`src/rtl/traffic_signal_timed.sv`:
```
// -----------------------------------------------------------------------------
// traffic_signal_timed
//
// Timed two-road intersection controller. Phase lengths are counted in ticks of
// an external timebase strobe. Provides minimum/maximum green, yellow, all-red
// clearance, a latched pedestrian request served by a walk phase, and a night
// flashing mode. Lamp outputs are Moore-decoded from the next state and
// registered, so they change on the same edge as the state.
//
// Ports
//   clk      in   system clock
//   reset    in   synchronous, active-high reset
//   tick     in   one-cycle timebase strobe; timers and timed transitions
//                 advance only when high
//   TA       in   traffic present on road A
//   TB       in   traffic present on road B
//   ped_req  in   pedestrian button, level-sampled every cycle
//   flash    in   night flashing mode request
//   SA       out  road A lamp (RED=00, YELLOW=01, GREEN=10, OFF=11)
//   SB       out  road B lamp, same encoding
//   walk     out  pedestrian walk lamp
//   state_o  out  current state, for debug
// -----------------------------------------------------------------------------
module traffic_signal_timed #(
   parameter int GREEN_MIN = 10,
   parameter int GREEN_MAX = 30,
   parameter int YELLOW_T  = 3,
   parameter int ALLRED_T  = 1,
   parameter int PED_T     = 5,
   parameter int CNT_W     = 8
) (
   input  logic       clk,
   input  logic       reset,
   input  logic       tick,
   input  logic       TA,
   input  logic       TB,
   input  logic       ped_req,
   input  logic       flash,
   output logic [1:0] SA,
   output logic [1:0] SB,
   output logic       walk,
   output logic [2:0] state_o
);

   typedef enum logic [2:0] {
      A_GREEN   = 3'd0,
      A_YELLOW  = 3'd1,
      ALLRED_AB = 3'd2,
      B_GREEN   = 3'd3,
      B_YELLOW  = 3'd4,
      ALLRED_BA = 3'd5,
      PED       = 3'd6,
      FLASH     = 3'd7
   } state_t;

   localparam logic [1:0] LAMP_RED    = 2'b00;
   localparam logic [1:0] LAMP_YELLOW = 2'b01;
   localparam logic [1:0] LAMP_GREEN  = 2'b10;
   localparam logic [1:0] LAMP_OFF    = 2'b11;

   // Last count value of each timed phase (a phase of N ticks ends at N-1).
   localparam logic [CNT_W-1:0] GMIN_LAST   = CNT_W'(GREEN_MIN - 1);
   localparam logic [CNT_W-1:0] GMAX_LAST   = CNT_W'(GREEN_MAX - 1);
   localparam logic [CNT_W-1:0] YELLOW_LAST = CNT_W'(YELLOW_T - 1);
   localparam logic [CNT_W-1:0] ALLRED_LAST = CNT_W'(ALLRED_T - 1);
   localparam logic [CNT_W-1:0] PED_LAST    = CNT_W'(PED_T - 1);

   // Road A lamp for a given state and blink phase.
   function automatic logic [1:0] decode_sa(input state_t s, input logic b);
      logic [1:0] lamp;
      lamp = LAMP_RED;
      case (s)
         A_GREEN:  lamp = LAMP_GREEN;
         A_YELLOW: lamp = LAMP_YELLOW;
         FLASH:    lamp = b ? LAMP_YELLOW : LAMP_OFF;
         default:  lamp = LAMP_RED;
      endcase
      return lamp;
   endfunction

   // Road B lamp for a given state and blink phase.
   function automatic logic [1:0] decode_sb(input state_t s, input logic b);
      logic [1:0] lamp;
      lamp = LAMP_RED;
      case (s)
         B_GREEN:  lamp = LAMP_GREEN;
         B_YELLOW: lamp = LAMP_YELLOW;
         FLASH:    lamp = b ? LAMP_RED : LAMP_OFF;
         default:  lamp = LAMP_RED;
      endcase
      return lamp;
   endfunction

   state_t           state_q, state_d;
   logic [CNT_W-1:0] cnt_q, cnt_d;
   logic             ped_pend_q, ped_pend_d;
   logic             blink_q, blink_d;
   logic             dir_q, dir_d;      // green served after PED: 0 = A, 1 = B

   logic             ped_eff;
   logic             green_a_go;
   logic             green_b_go;
   logic             is_green;

   // A request arriving this cycle counts immediately, not only once latched.
   assign ped_eff = ped_pend_q | ped_req;

   assign green_a_go = ((cnt_q >= GMIN_LAST) && (!TA || ped_eff)) ||
                       ((cnt_q == GMAX_LAST) && TB);
   assign green_b_go = ((cnt_q >= GMIN_LAST) && (!TB || ped_eff)) ||
                       ((cnt_q == GMAX_LAST) && TA);

   assign is_green = (state_q == A_GREEN) || (state_q == B_GREEN);

   // Next-state, timer, request latch, blink and direction.
   always_comb begin
      state_d    = state_q;
      dir_d      = dir_q;
      cnt_d      = cnt_q;
      blink_d    = blink_q;
      ped_pend_d = ped_pend_q;

      // Flash entry is immediate and ignores the timebase.
      if (flash && (state_q != FLASH)) begin
         state_d = FLASH;
      end else begin
         unique case (state_q)
            A_GREEN:   if (tick && green_a_go) state_d = A_YELLOW;
            A_YELLOW:  if (tick && (cnt_q == YELLOW_LAST)) state_d = ALLRED_AB;
            ALLRED_AB: if (tick && (cnt_q == ALLRED_LAST)) begin
                          if (ped_eff) begin
                             state_d = PED;
                             dir_d   = 1'b1;
                          end else begin
                             state_d = B_GREEN;
                          end
                       end
            B_GREEN:   if (tick && green_b_go) state_d = B_YELLOW;
            B_YELLOW:  if (tick && (cnt_q == YELLOW_LAST)) state_d = ALLRED_BA;
            ALLRED_BA: if (tick && (cnt_q == ALLRED_LAST)) begin
                          if (ped_eff) begin
                             state_d = PED;
                             dir_d   = 1'b0;
                          end else begin
                             state_d = A_GREEN;
                          end
                       end
            PED:       if (tick && (cnt_q == PED_LAST))
                          state_d = dir_q ? B_GREEN : A_GREEN;
            FLASH:     if (!flash) state_d = ALLRED_BA;
         endcase
      end

      // Timer restarts on every state change; green saturates at its max-out.
      if (state_d != state_q) begin
         cnt_d = '0;
      end else if (tick) begin
         if (!(is_green && (cnt_q == GMAX_LAST))) cnt_d = cnt_q + 1'b1;
      end

      if ((state_d == FLASH) && (state_q != FLASH)) begin
         blink_d = 1'b0;
      end else if ((state_q == FLASH) && tick) begin
         blink_d = ~blink_q;
      end

      // Entry into PED serves the request; a press in the same cycle is absorbed.
      if ((state_d == PED) && (state_q != PED)) begin
         ped_pend_d = 1'b0;
      end else if (ped_req) begin
         ped_pend_d = 1'b1;
      end
   end

   // State registers and registered Moore outputs.
   always_ff @(posedge clk) begin
      if (reset) begin
         state_q    <= A_GREEN;
         cnt_q      <= '0;
         ped_pend_q <= 1'b0;
         blink_q    <= 1'b0;
         dir_q      <= 1'b0;
         SA         <= LAMP_GREEN;
         SB         <= LAMP_RED;
         walk       <= 1'b0;
         state_o    <= A_GREEN;
      end else begin
         state_q    <= state_d;
         cnt_q      <= cnt_d;
         ped_pend_q <= ped_pend_d;
         blink_q    <= blink_d;
         dir_q      <= dir_d;
         SA         <= decode_sa(state_d, blink_d);
         SB         <= decode_sb(state_d, blink_d);
         walk       <= (state_d == PED);
         state_o    <= state_d;
      end
   end

endmodule
```
`config.mk`:
```
export PLATFORM = sky130hd
export DESIGN_NAME = traffic_signal_timed
export DESIGN_NICKNAME = d
export VERILOG_FILES = /design/src/rtl/traffic_signal_timed.sv
export SDC_FILE = /design/constraint.sdc
export NUM_CORES = 1
export LEC_CHECK = 0
export CAP_MARGIN = 20
export CORE_ASPECT_RATIO = 0.5
export CORE_MARGIN = 2
export CORE_UTILIZATION = 35
export DETAILED_ROUTE_END_ITERATION = 10
export SYNTH_ARGS = -nofsm -noshare
export SYNTH_HDL_FRONTEND = slang
export SYNTH_SLANG_ARGS = --single-unit
```
`constraint.sdc`:
```
create_clock -name clk -period 2.7 [get_ports clk]
set_input_delay 0.27 -clock clk [delete_from_list [all_inputs] [get_ports clk]]
set_output_delay 0.27 -clock clk [all_outputs]
set_load 0.05 [all_outputs]
```
==> impl_metrics.yaml, run 1 <==
run_status:
  outcome: "complete, no violations"
clock_tree:
  clk_pin_slew_ps: 80
  cts_num_sinks: 19
  cts.path.max_buffers: 2
  clock_latency_ps: 260
  postCtsHoldBufs: 0
  cts_root_buffer: "clkbuf_8"
  cts_max_level: 1
  cts_tree: "built"
  cts_inserted_buffers: 3
synthesis:
  synth_area_leaders: "dfxtp_1 (30%), nor2_1 (5.1%), ha_1 (5.0%)"
  ys_ff_latch: 19
  ys_types: 40
  syn_area_sq_mm: 0.00125
  netlist_instances: 153
  yosysWarnings: 0
  synth.yosys.seq_area_share_pct: 30.4
  yosys.area.top_type_share_pct: 30.4
  syn-num-nets: 165
  syn_avg_cell_area_sq_um: 8.18
  yosys.area.top_type: "dfxtp_1"
power_and_ir_drop:
  seq_power_share_pct: 43.3
  p_switching_mw: 0.241
  power_density_mw_per_mm2: 445
  peakVddDrop_uv: 194
  p_leak_nw: 0.595
  total_power_mw: 0.723
  pwr-share-clk_pct: 27.8
  p_sw_share_pct: 33.4
  p_int_mw: 0.482
  pwr-share-comb_pct: 28.9
worst_setup_path:
  crit_chain: "inv_2 > ha_1 > or4bb_1 > or4_1 > o21a_1 > and3_2 > nor2b_1 > a221o_1"
  crit_fanout: 5
  arrival_ps: 2720
  cpPeakStageDelay_ps: 490
  crit_required_ps: 2860
  endpoint_kind: "register"
  worst-setup-path-type: "register to register"
  slowest_stage: "or4_1"
  start_kind: "register"
detailed_routing:
  vias: 1197
  wire_per_inst_um: 13.4
  wirelength_um: 3030
  firstDrtPassIters: 4
  drt_iter0_markers: 78
  vias_per_cell: 5.30
  drc: 0
  ant_nets: 0
timing:
  hold_viol_final: 0
  skew_ps: 8.22
  min_period_ps: 2570
  setup_tns_ps: 0
  setup_viol: 0
  fmax_ghz: 0.389
  slew_violations: 0
  rsz0062_at_grt: "false"
  relSlewSlack_pct: 58.2
  fin_crit_sh_pct: 95.1
  worstMarginPinSlew_ps: 626
finish:
  drive_gt1_share_pct: 19.4
  layout_commonest_cell: "dfxtp_1"
  layout.nets: 188
  n_antenna_cell: 0
  mostFrequentLayoutCells: "dfxtp_1 (19), nor2_1 (17), clkdlybuf4s50_1 (14)"
  area_delta_synth_final_pct: 30.0
place:
  numPortBuffers: 14
  hpwl_um: 2230
  gp_congestion: 0.815
floorplanning:
  rows: 15
  dieArea_sq_mm: 0.00410
  die_width_um: 88.6
  initial_core_util_pct: 36.4
  coreArea_sq_mm: 0.00343
  die_h_um: 46.3
  io-pin-count: 15
global_route:
  grt_max_degree: 15
  grt_first_pass_wirelength_um: 5150
  grt.overflow.total: 0
  grt_pass1_vias: 1095
  grtUsageTotal_pct: 16.5
  grt_antenna_before_repair: 0
job:
  cap_violations: 0
hold_path:
  hp-class: "register to register"
[path summary, 6_finish.rpt]
check	start	to	slack (ps)	cells after the start
worst min-delay path	dir_q	dir_q	510	2
worst max-delay path	cnt_q[0]	SA[1]	130	8
worst max register to register	cnt_q[0]	SA[1]	130	8
worst min register to register	dir_q	dir_q	510	2
[routing by layer]
| layer | vias to the layer above | GRT usage [%] | part of all wire (%) |
|---|---|---|---|
| met5 | - | 0 | 0 |
| met4 | 0 | 3.64 | 1.0 |
| met3 | 4 | 3.23 | 3.2 |
| met2 | 19 | 26.9 | 44 |
| met1 | 576 | 22.9 | 51 |
| li1 | 598 | - | - |
[logic make-up after synthesis]
| logic type | synth area share, % |
|---|---|
| xor gates and xnor gates | 8.30 |
| muxes | 1.60 |
| DFF | 30.4 |
| buffers and inverters | 5.40 |
| and+or+nand+nor | 36.2 |
| AOI/OAI and AO/OA | 13.1 |
| adders and majority gates | 5.00 |
[area by class of cell]
cell class,instances,area (sq um)
fillers,334,1810
multi-input cells,117,868
flip-flops and latches,19,380
repair buffers,27,238
well taps,51,63.8
clock buffers,3,41.3
inverters,8,30.0
clock inverters,1,5.00
[synth_stat cells]
cell type	n
xnor2_1	4
a21oi_1	6
nor4b_4	1
nand2b_1	3
nand3_1	7
or4_1	2
xnor2_2	1
a211oi_1	1
nor4_1	10
nor3_1	5
a41oi_2	1
a31oi_1	4
o211ai_1	1
or4b_1	1
nor4_4	1
or4bb_1	1
clkbuf_1	6
nand2_1	12
and3_1	2
nand3b_1	5
a221o_1	1
and3b_1	1
dfxtp_1	19
nor2b_1	2
or3b_2	1
nor2_1	17
xor2_1	6
buf_2	3
ha_1	5
o31a_1	1
or4b_2	1
nand4_1	3
or2_2	2
mux2i_1	2
a21o_1	1
o21a_1	1
inv_1	8
a311o_1	1
o31ai_1	1
o41ai_1	3
[registers in the layout (all words and copies together) (netlist names)]
name,count
SA,2
SB,2
blink_q,1
cnt_q,8
dir_q,1
ped_pend_q,1
state_q,3
walk,1
[power groups by stage]
stage,logic (mW),registers (mW),clock network [mW]
2_1_floorplan,0.0997,0.340,0
5_1_grt,0.224,0.316,0.215
3_5_place_dp,0.187,0.318,0
4_1_cts,0.190,0.311,0.206
6_report,0.209,0.313,0.201
3_3_place_gp,0.186,0.318,0
[stage by stage]
stage                     instance area [sq um]  setup WS (ps)  util (%)  hold slack, ps  cells
after CTS                                  1560           58.0      45.5             513    225
after floorplan                            1250            163         -             469    153
final                                      1630            132      47.4             512    226
after detailed placement                   1510           -203      43.9             500    221
after global routing                       1630           8.34      47.4             555    226
after global placement                     1510           -164      43.9             494    221
[critical path: cells and delay by family (launching register included)]
family                     cells  cell delay [ps]
DFF                            1              340
buffers and inverters          1              110
AOI/OAI and AO/OA              2              450
adders and majority gates      1              200
and+or+nand+nor                4             1360
[repair_timing]
item,CTS,global route
buffers inserted,0,1
setup endpoints to repair,8,10
gates resized for setup,1,10
pin swaps,0,2
Power figures use the tool's default switching activity.
==> run 2: changes to the inputs <==
DONT_BUFFER_PORTS = 1   (was unset)
GPL_ROUTABILITY_DRIVEN = 0   (was unset)
==> run 2 against run 1 <==
Count of clock-buffer cells in the layout is the same. Clock skew shrank 6.5 ps. Sequential power grew 6%. Register-to-register slack lost 20 ps. Global-route usage shrank 1.3 points. Setup slack lost 16 ps. Sequential share of layout area grew 2.7 points. Critical path type unchanged. Largest power group unchanged.
==> impl_metrics.yaml, run 2 (synthesized netlist as in run 1, its figures left out) <==
run_status:
  outcome: "complete, no violations"
finish:
  mostFrequentLayoutCells: "dfxtp_1 (19), nor2_1 (17), buf_4 (14)"
  layout_commonest_cell: "dfxtp_1"
  fin_cells: 213
  largest_reg_flops: 8
  n_antenna_cell: 0
  largest_register: "cnt_q"
  final_cell_area_sq_mm: 0.00146
  layout.nets: 175
  top_regs: "cnt_q: 8 flops, state_q: 3 flops"
  area_delta_synth_final_pct: 16.4
  drive_gt1_share_pct: 18.5
place:
  hpwl_um: 2200
  numPortBuffers: 0
  dp_cells: 208
  dpl-instance-area_sq_mm: 0.00138
worst_setup_path:
  endpoint_kind: "register"
  start_kind: "register"
  worst-setup-path-type: "register to register"
  arrival_ps: 2730
  crit_required_ps: 2840
  crit_fanout: 5
detailed_routing:
  firstDrtPassIters: 4
  wire_per_inst_um: 13.4
  ant_nets: 0
  vias: 1130
  vias_per_cell: 5.31
  wirelength_um: 2860
  drc: 0
  drt_iter0_markers: 73
global_route:
  grtUsageTotal_pct: 15.2
  grt.overflow.total: 0
  grt_max_degree: 14
  grt_first_pass_wirelength_um: 4850
  grt_antenna_before_repair: 0
  grt_pass1_vias: 1038
clock_tree:
  cts_inserted_buffers: 3
  cts_root_buffer: "clkbuf_8"
  cts_tree: "built"
  cts_max_level: 1
  cts.path.max_buffers: 2
  clock_latency_ps: 250
  cts_num_sinks: 19
  clk_pin_slew_ps: 70
  postCtsHoldBufs: 0
timing:
  hold_viol_final: 0
  whs_ps: 76.0
  min_period_ps: 2580
  slew_violations: 0
  setup_tns_ps: 0
  fin_crit_sh_pct: 95.7
  setup_viol: 0
  relSlewSlack_pct: 60.8
  worstMarginPinSlew_ps: 587
  rsz0062_at_grt: "true"
  skew_ps: 1.73
  fmax_ghz: 0.387
floorplanning:
  initial_core_util_pct: 36.4
  coreArea_sq_mm: 0.00343
  die_width_um: 88.6
  rows: 15
  dieArea_sq_mm: 0.00410
  die_h_um: 46.3
  io-pin-count: 15
power_and_ir_drop:
  peakVddDrop_uv: 377
  p_leak_nw: 0.546
  power_density_mw_per_mm2: 463
hold_path:
  hp-class: "input pin to register"
job:
  cap_violations: 0
-- run 2: cell count changes in the layout (fill, tap and decap cells not counted), sizes merged --
cell | before | now
clkdlybuf4s50 | 14 | 0
buf | 13 | 14
-- run 2: final cells by class --
class / instances / area [sq um]
sequential: 19 / 380
tap: 51 / 63.8
inverter: 8 / 30.0
multi-input combinational: 117 / 831
clock buffer: 3 / 41.3
fill: 350 / 1980
timing repair buffer: 14 / 105
clock inverter: 1 / 5.00
-- run 2: repair_timing --
action                     CTS  global route
setup endpoints to repair    8            10
setup buffers                0             1
hold endpoints to repair     0             0
resized for setup            1             4
pin swaps                    0             3
-- run 2: metal layers --
| metal | share of wire (%) | vias up | GRT usage (%) |
|---|---|---|---|
| met4 | 0.42 | 0 | 2.73 |
| met1 | 50 | 533 | 21.6 |
| li1 | - | 576 | - |
| met2 | 46 | 19 | 24.2 |
| met5 | 0 | - | 0 |
| met3 | 3.6 | 2 | 3.05 |
-- run 2: worst max-delay path, stage by stage (launching register included) --
cell and delay (ps):
dfxtp_1 320, inv_1 120, ha_2 220, or4bb_1 430, or4_1 470, o21a_1 110
and3_1 270, nor2b_1 190, a221o_1 340
-- run 2: power by group --
group | internal [mW] | total, mW | leakage, nW | switching (mW)
clock | 0.102 | 0.195 | 0.0255 | 0.0922
combinational | 0.0615 | 0.149 | 0.365 | 0.0871
sequential | 0.293 | 0.331 | 0.156 | 0.0384
-- run 2: final timing paths --
path,startpoint,end,slack (ps),cells past startpoint
hold / removal,reset,SA[0],80,1
hold reg to reg,dir_q,dir_q,520,2
setup reg to reg,cnt_q[1],SA[1],120,8
setup / recovery,cnt_q[1],SA[1],120,8
-- run 2: per-stage QoR --
stage          utilization (%)  setup slack [ps]  total power, mW
5_1_grt                   42.4             -9.40            0.716
2_1_floorplan                -               163            0.440
6_report                  42.4               116            0.674
3_3_place_gp              40.0             -23.5            0.474
3_5_place_dp              40.0             -94.0            0.474
4_1_cts                   41.6               107            0.672
==> edit 1 (flow settings as in run 1) <==
The parameter `CNT_W` goes from 8 to 12.
--- a/src/rtl/traffic_signal_timed.sv
+++ b/src/rtl/traffic_signal_timed.sv
@@ -28,5 +28,5 @@
    parameter int ALLRED_T  = 1,
    parameter int PED_T     = 5,
-   parameter int CNT_W     = 8
+   parameter int CNT_W     = 12
 ) (
    input  logic       clk,
Formal check against the unedited RTL: same outputs for any inputs over 10 cycles, from zero or initial values and one cycle with reset high; that may be too few to reach the edited logic, so the function may still have changed.
==> edit 1 against run 1 <==
Non-clock buffer count increased by 10. Sequential cell count increased by 4. Wire length increased by 42%. Via count increased by 27%. Global-route usage increased by 0.059 points. Die area increased by 29%. First-iteration DRC count increased by 26%. Hold slack improved by 0.012 ns. Setup slack got worse by 0.0068 ns. Area after synthesis increased by 31%. Cell area increased by 27%. Critical path type unchanged. Total power increased by 17%. Fmax decreased by 0.27%.
==> edit 1: results (changes against run 1) <==
Power
  • Peak supply drop: 166 uV (-14%)
  • Total Power: 849 uW (+17%)
  • Switching pwr: 286 uW (+19%)
  • Pleak: 0.687 nW (+15%)
  • Clock network power: 217 uW (+8%)

Final layout
  • Data buffer area share: 0.158 (+0.0117)
  • Fillers: 425 (+27%)
  • Inverters: 7 (-1)
  • Number of non-clock buffers in the layout: 37 (+37%)
  • Final-stage net count: 231 (+23%)
  • Regs by FF count: cnt_q: 12 flops, state_q: 3 flops

Routing
  • WL met3: 303 um (+210%)
  • WL per Instance: 15.6 um (+16%)
  • Met2 wire len: 1870 um (+39%)
  • WL met1: 2010 um (+29%)

Setup path
  • Crit-path slowest cell: or3b_2
  • Crit Path Max Fanout: 6 (+1)
  • Worst r2r dst: cnt_q[3]

Logic synthesis
  • Syn_nets: 196 (+19%)
  • Most frequent cells after synthesis: 23 x dfxtp_1, 17 x nor2_1, 11 x nand2_1, 11 x xnor2_1, 10 x nor3_2
  • Netlist cell types: 52 (+30%)
  • Avg Cell Area, Syn: 8.94 um^2 (+9.3%)

Place
  • Final Wtd Congestion: 0.902 (+11%)
  • Placed Area: 1950 um^2 (+29%)

Timing
  • Fin Hold WS: 0.524 ns (+0.0122 ns)
  • Worst Clk Skew: 0.00492 ns (-0.00330 ns)

Run status
  • Status: completed

Global route
  • First-pass GRT wire length: 6720 um (+30%)
  • Largest net degree at the start of global routing: 14 (-1)
  • GRT met1 Usage: 0.224 (-0.00514)
  • Met2 usage: 0.260 (-0.00917)

Die
  • Die width: 101 um (+14%)
==> edit 1: cell families after synthesis <==
group	after synthesis	synth area share
buffers and inverters	15	0.0601
AOI/OAI and AO/OA	34	0.180
xor gates and xnor gates	13	0.0693
adders and majority gates	5	0.0381
and+or+nand+nor	94	0.373
DFF	23	0.280
==> edit 1: timing repair <==
action / CTS / global route
setup endpoints to repair: 4 / 16
pin swaps: 0 / 5
buffers inserted: 0 / 3
gates resized for setup: 2 / 2
cloned: 0 / 1
==> edit 1: how the worst max path moves through the flow <==
stage	end	slack (ns)	depth (start not counted)	from
2_1_floorplan	SA[1]	0.28	8	cnt_q[1]
3_3_place_gp	cnt_q[11]	0.003	8	tick
3_5_place_dp	cnt_q[11]	-0.07	8	tick
4_1_cts	SA[1]	0.004	9	cnt_q[0]
5_1_grt	cnt_q[7]	-0.02	9	cnt_q[0]
6_report	cnt_q[3]	0.13	8	cnt_q[0]
==> edit 2 (flow settings as in run 1) <==
Made on the original files. Compare `cnt_q` against `GMAX_LAST` with >= in place of ==.
--- a/src/rtl/traffic_signal_timed.sv
+++ b/src/rtl/traffic_signal_timed.sv
@@ -156,5 +156,5 @@
          cnt_d = '0;
       end else if (tick) begin
-         if (!(is_green && (cnt_q == GMAX_LAST))) cnt_d = cnt_q + 1'b1;
+         if (!(is_green && (cnt_q >= GMAX_LAST))) cnt_d = cnt_q + 1'b1;
       end
 
Check against the original RTL: same outputs for any inputs over 10 cycles, from zero or initial values and one cycle with reset high; that may be too few to reach the edited logic, so the function may still have changed.
==> edit 2 against run 1 <==
First-iteration DRC count decreased by 44%. Sequential cell count stayed put. Total power fell by 2.6%. Critical path depth increased by 1. Wire length down 2.8%. Non-clock buffer count down 6. Area after synthesis up 6.6%. Synthesized cell count decreased by 1.3%. Global-route usage fell by 1.6 points. Setup slack better by 0.063 ns. Cell area down 3.9%. Critical path type unchanged. Critical endpoint is now cnt_q[4]. Largest power group unchanged.
==> edit 2: results (changes against run 1) <==
Place
  • Post-DP HPWL: 2260 um (+1.5%)
  • Port bufs: 14 (unchanged)
  • Final Wtd Congestion: 0.781 (-4.2%)
  • Cell count after placement: 215 (-2.7%)

Routing
  • Drt initial violations: 44 (-44%)
  • Routed via count: 1,164 (-2.8%)
  • WL per Instance: 13.4 um (-0.19%)
  • DR vias/cell: 5.29 (-0.10%)
  • Detailed-routing iteration count for the pre-antenna-repair pass: 4 (unchanged)

Run status
  • Status: completed

Global route
  • GRT met1 Usage: 0.188 (-0.0411)
  • Initial antenna violation count: 0 (unchanged)
  • First-pass GRT wire length: 5040 um (-2.2%)
  • Largest net degree at the start of global routing: 12 (-3)
  • Vias in the first global route: 1,053 (-3.8%)
  • Met2 usage: 0.274 (+0.00490)
  • Total track usage: 0.148 (-0.0165)
  • GR met3 Demand/Resource: 0.0299 (-0.00234)

Final layout
  • Final-stage net count: 182 (-3.2%)
  • Fillers: 355 (+6.3%)
  • Share of layout cells above drive strength 1: 0.166 (-0.0286)
  • Regs by FF count: cnt_q: 8 flops, state_q: 3 flops
  • Ant diodes: 0 (unchanged)

Hold path
  • Worst Hold Depth: 1 (-1)
  • Min-delay worst type: reg2reg

Clock tree
  • Clock-pin slew on the worst setup and hold paths: 0.07 ns
  • Htree depth: 1 (unchanged)
  • Root Driver: clkbuf_8
  • Clk_lat worst skew: 0.25 ns
  • Total CTS buffers: 3 (unchanged)
  • Clk buf depth: 2 (unchanged)

Power
  • Pleak: 0.579 nW (-2.7%)
  • Switching pwr: 226 uW (-6.4%)
  • Cell area power density: 451 nW/um^2 (+1.4%)
  • Peak supply drop: 177 uV (-8.7%)
  • Clock power share: 0.278 (about the same)
  • Combinational power: 203 uW (-3%)

Logic synthesis
  • Post-synthesis sequential area ratio: 0.285 (-0.0188)
  • Netlist cell types: 54 (+35%)
  • Synth top area cells: dfxtp_1 29%, nor2_1 4.8%, ha_1 4.7%, xor2_1 4.6%, clkbuf_8 4.1%
  • Synth Area in Compound Gates: 0.234 (+0.103)
  • Adder-Cell Fraction of Synth Area: 0.0469 (-0.00310)
  • Most frequent cells after synthesis: 19 x dfxtp_1, 17 x nor2_1, 12 x nand2_1
  • XOR/XNOR Fraction of Synth Area: 0.0722 (-0.0108)
  • Avg Cell Area, Syn: 8.83 um^2 (+8.0%)
  • Post-synthesis mux area share: 0 (-0.0160)
  • Syn_nets: 163 (-1.2%)
  • Synth warn: 0 (unchanged)

Timing
  • Worst Clk Skew: 0.00172 ns (-0.00650 ns)
  • Slew margin rel.: 0.654 (+0.0720)

Setup path
  • Worst Path Arrival: 2.64 ns (-0.08 ns)
  • Reg2reg path depth: 9 (+1)
  • Crit Path Max Fanout: 8 (+3)
  • Flop-to-flop setup slack: 0.19 ns (+0.06 ns)
==> edit 2: cell types whose count changed in the layout (fill, tap and decap cells not counted), moves of 3 or more <==
cell / before / now
buf_4: 13 / 7
nand3b_1: 5 / 0
nor4_1: 6 / 1
inv_1: 7 / 3
nor4_2: 4 / 0
o41ai_1: 3 / 0
==> edit 2: layout make-up <==
cell class	instances	area share
Multi-Input combinational cell	120	0.549
Timing Repair Buffer	21	0.123
Tap cell	51	0.0408
Clock buffer	4	0.0288
Sequential cell	19	0.246
Inverter	5	0.0120
==> edit 2: what timing repair did <==
item                       CTS  global route
resized for setup            0             4
setup buffers                0             1
setup endpoints to repair    0            14
==> edit 2: worst max-delay path, cell delays in order, from the launching register on <==
cell and delay, ns:
dfxtp_1 0.38, inv_2 0.10, ha_1 0.16, or3b_1 0.35, a211o_1 0.33, a311oi_4 0.34, a21oi_2 0.12, and3_1 0.21
o211ai_4 0.30, nor2_1 0.09
==> edit 2: worst paths after layout <==
path,from,end
worst min-delay path,dir_q,dir_q
worst min register to register,dir_q,dir_q
worst max-delay path,cnt_q[0],cnt_q[4]
worst max register to register,cnt_q[0],cnt_q[4]
==> edit 2: metal layers <==
metal,wire length [um],share of wire
met1,1460,0.50
met5,0,0
met4,31,0.011
met3,79,0.027
met2,1370,0.47
==> edit 2: through the flow <==
step                      area [um^2]  setup WS, ns  hold slack [ns]   util
after floorplan                  1330         0.284            0.387      -
after global placement           1510         0.127            0.486  0.425
after detailed placement         1510        0.0442            0.484  0.425
after CTS                        1550        0.0322            0.508  0.437
after global routing             1560      0.000875            0.548  0.441
final                            1560         0.195            0.505  0.441
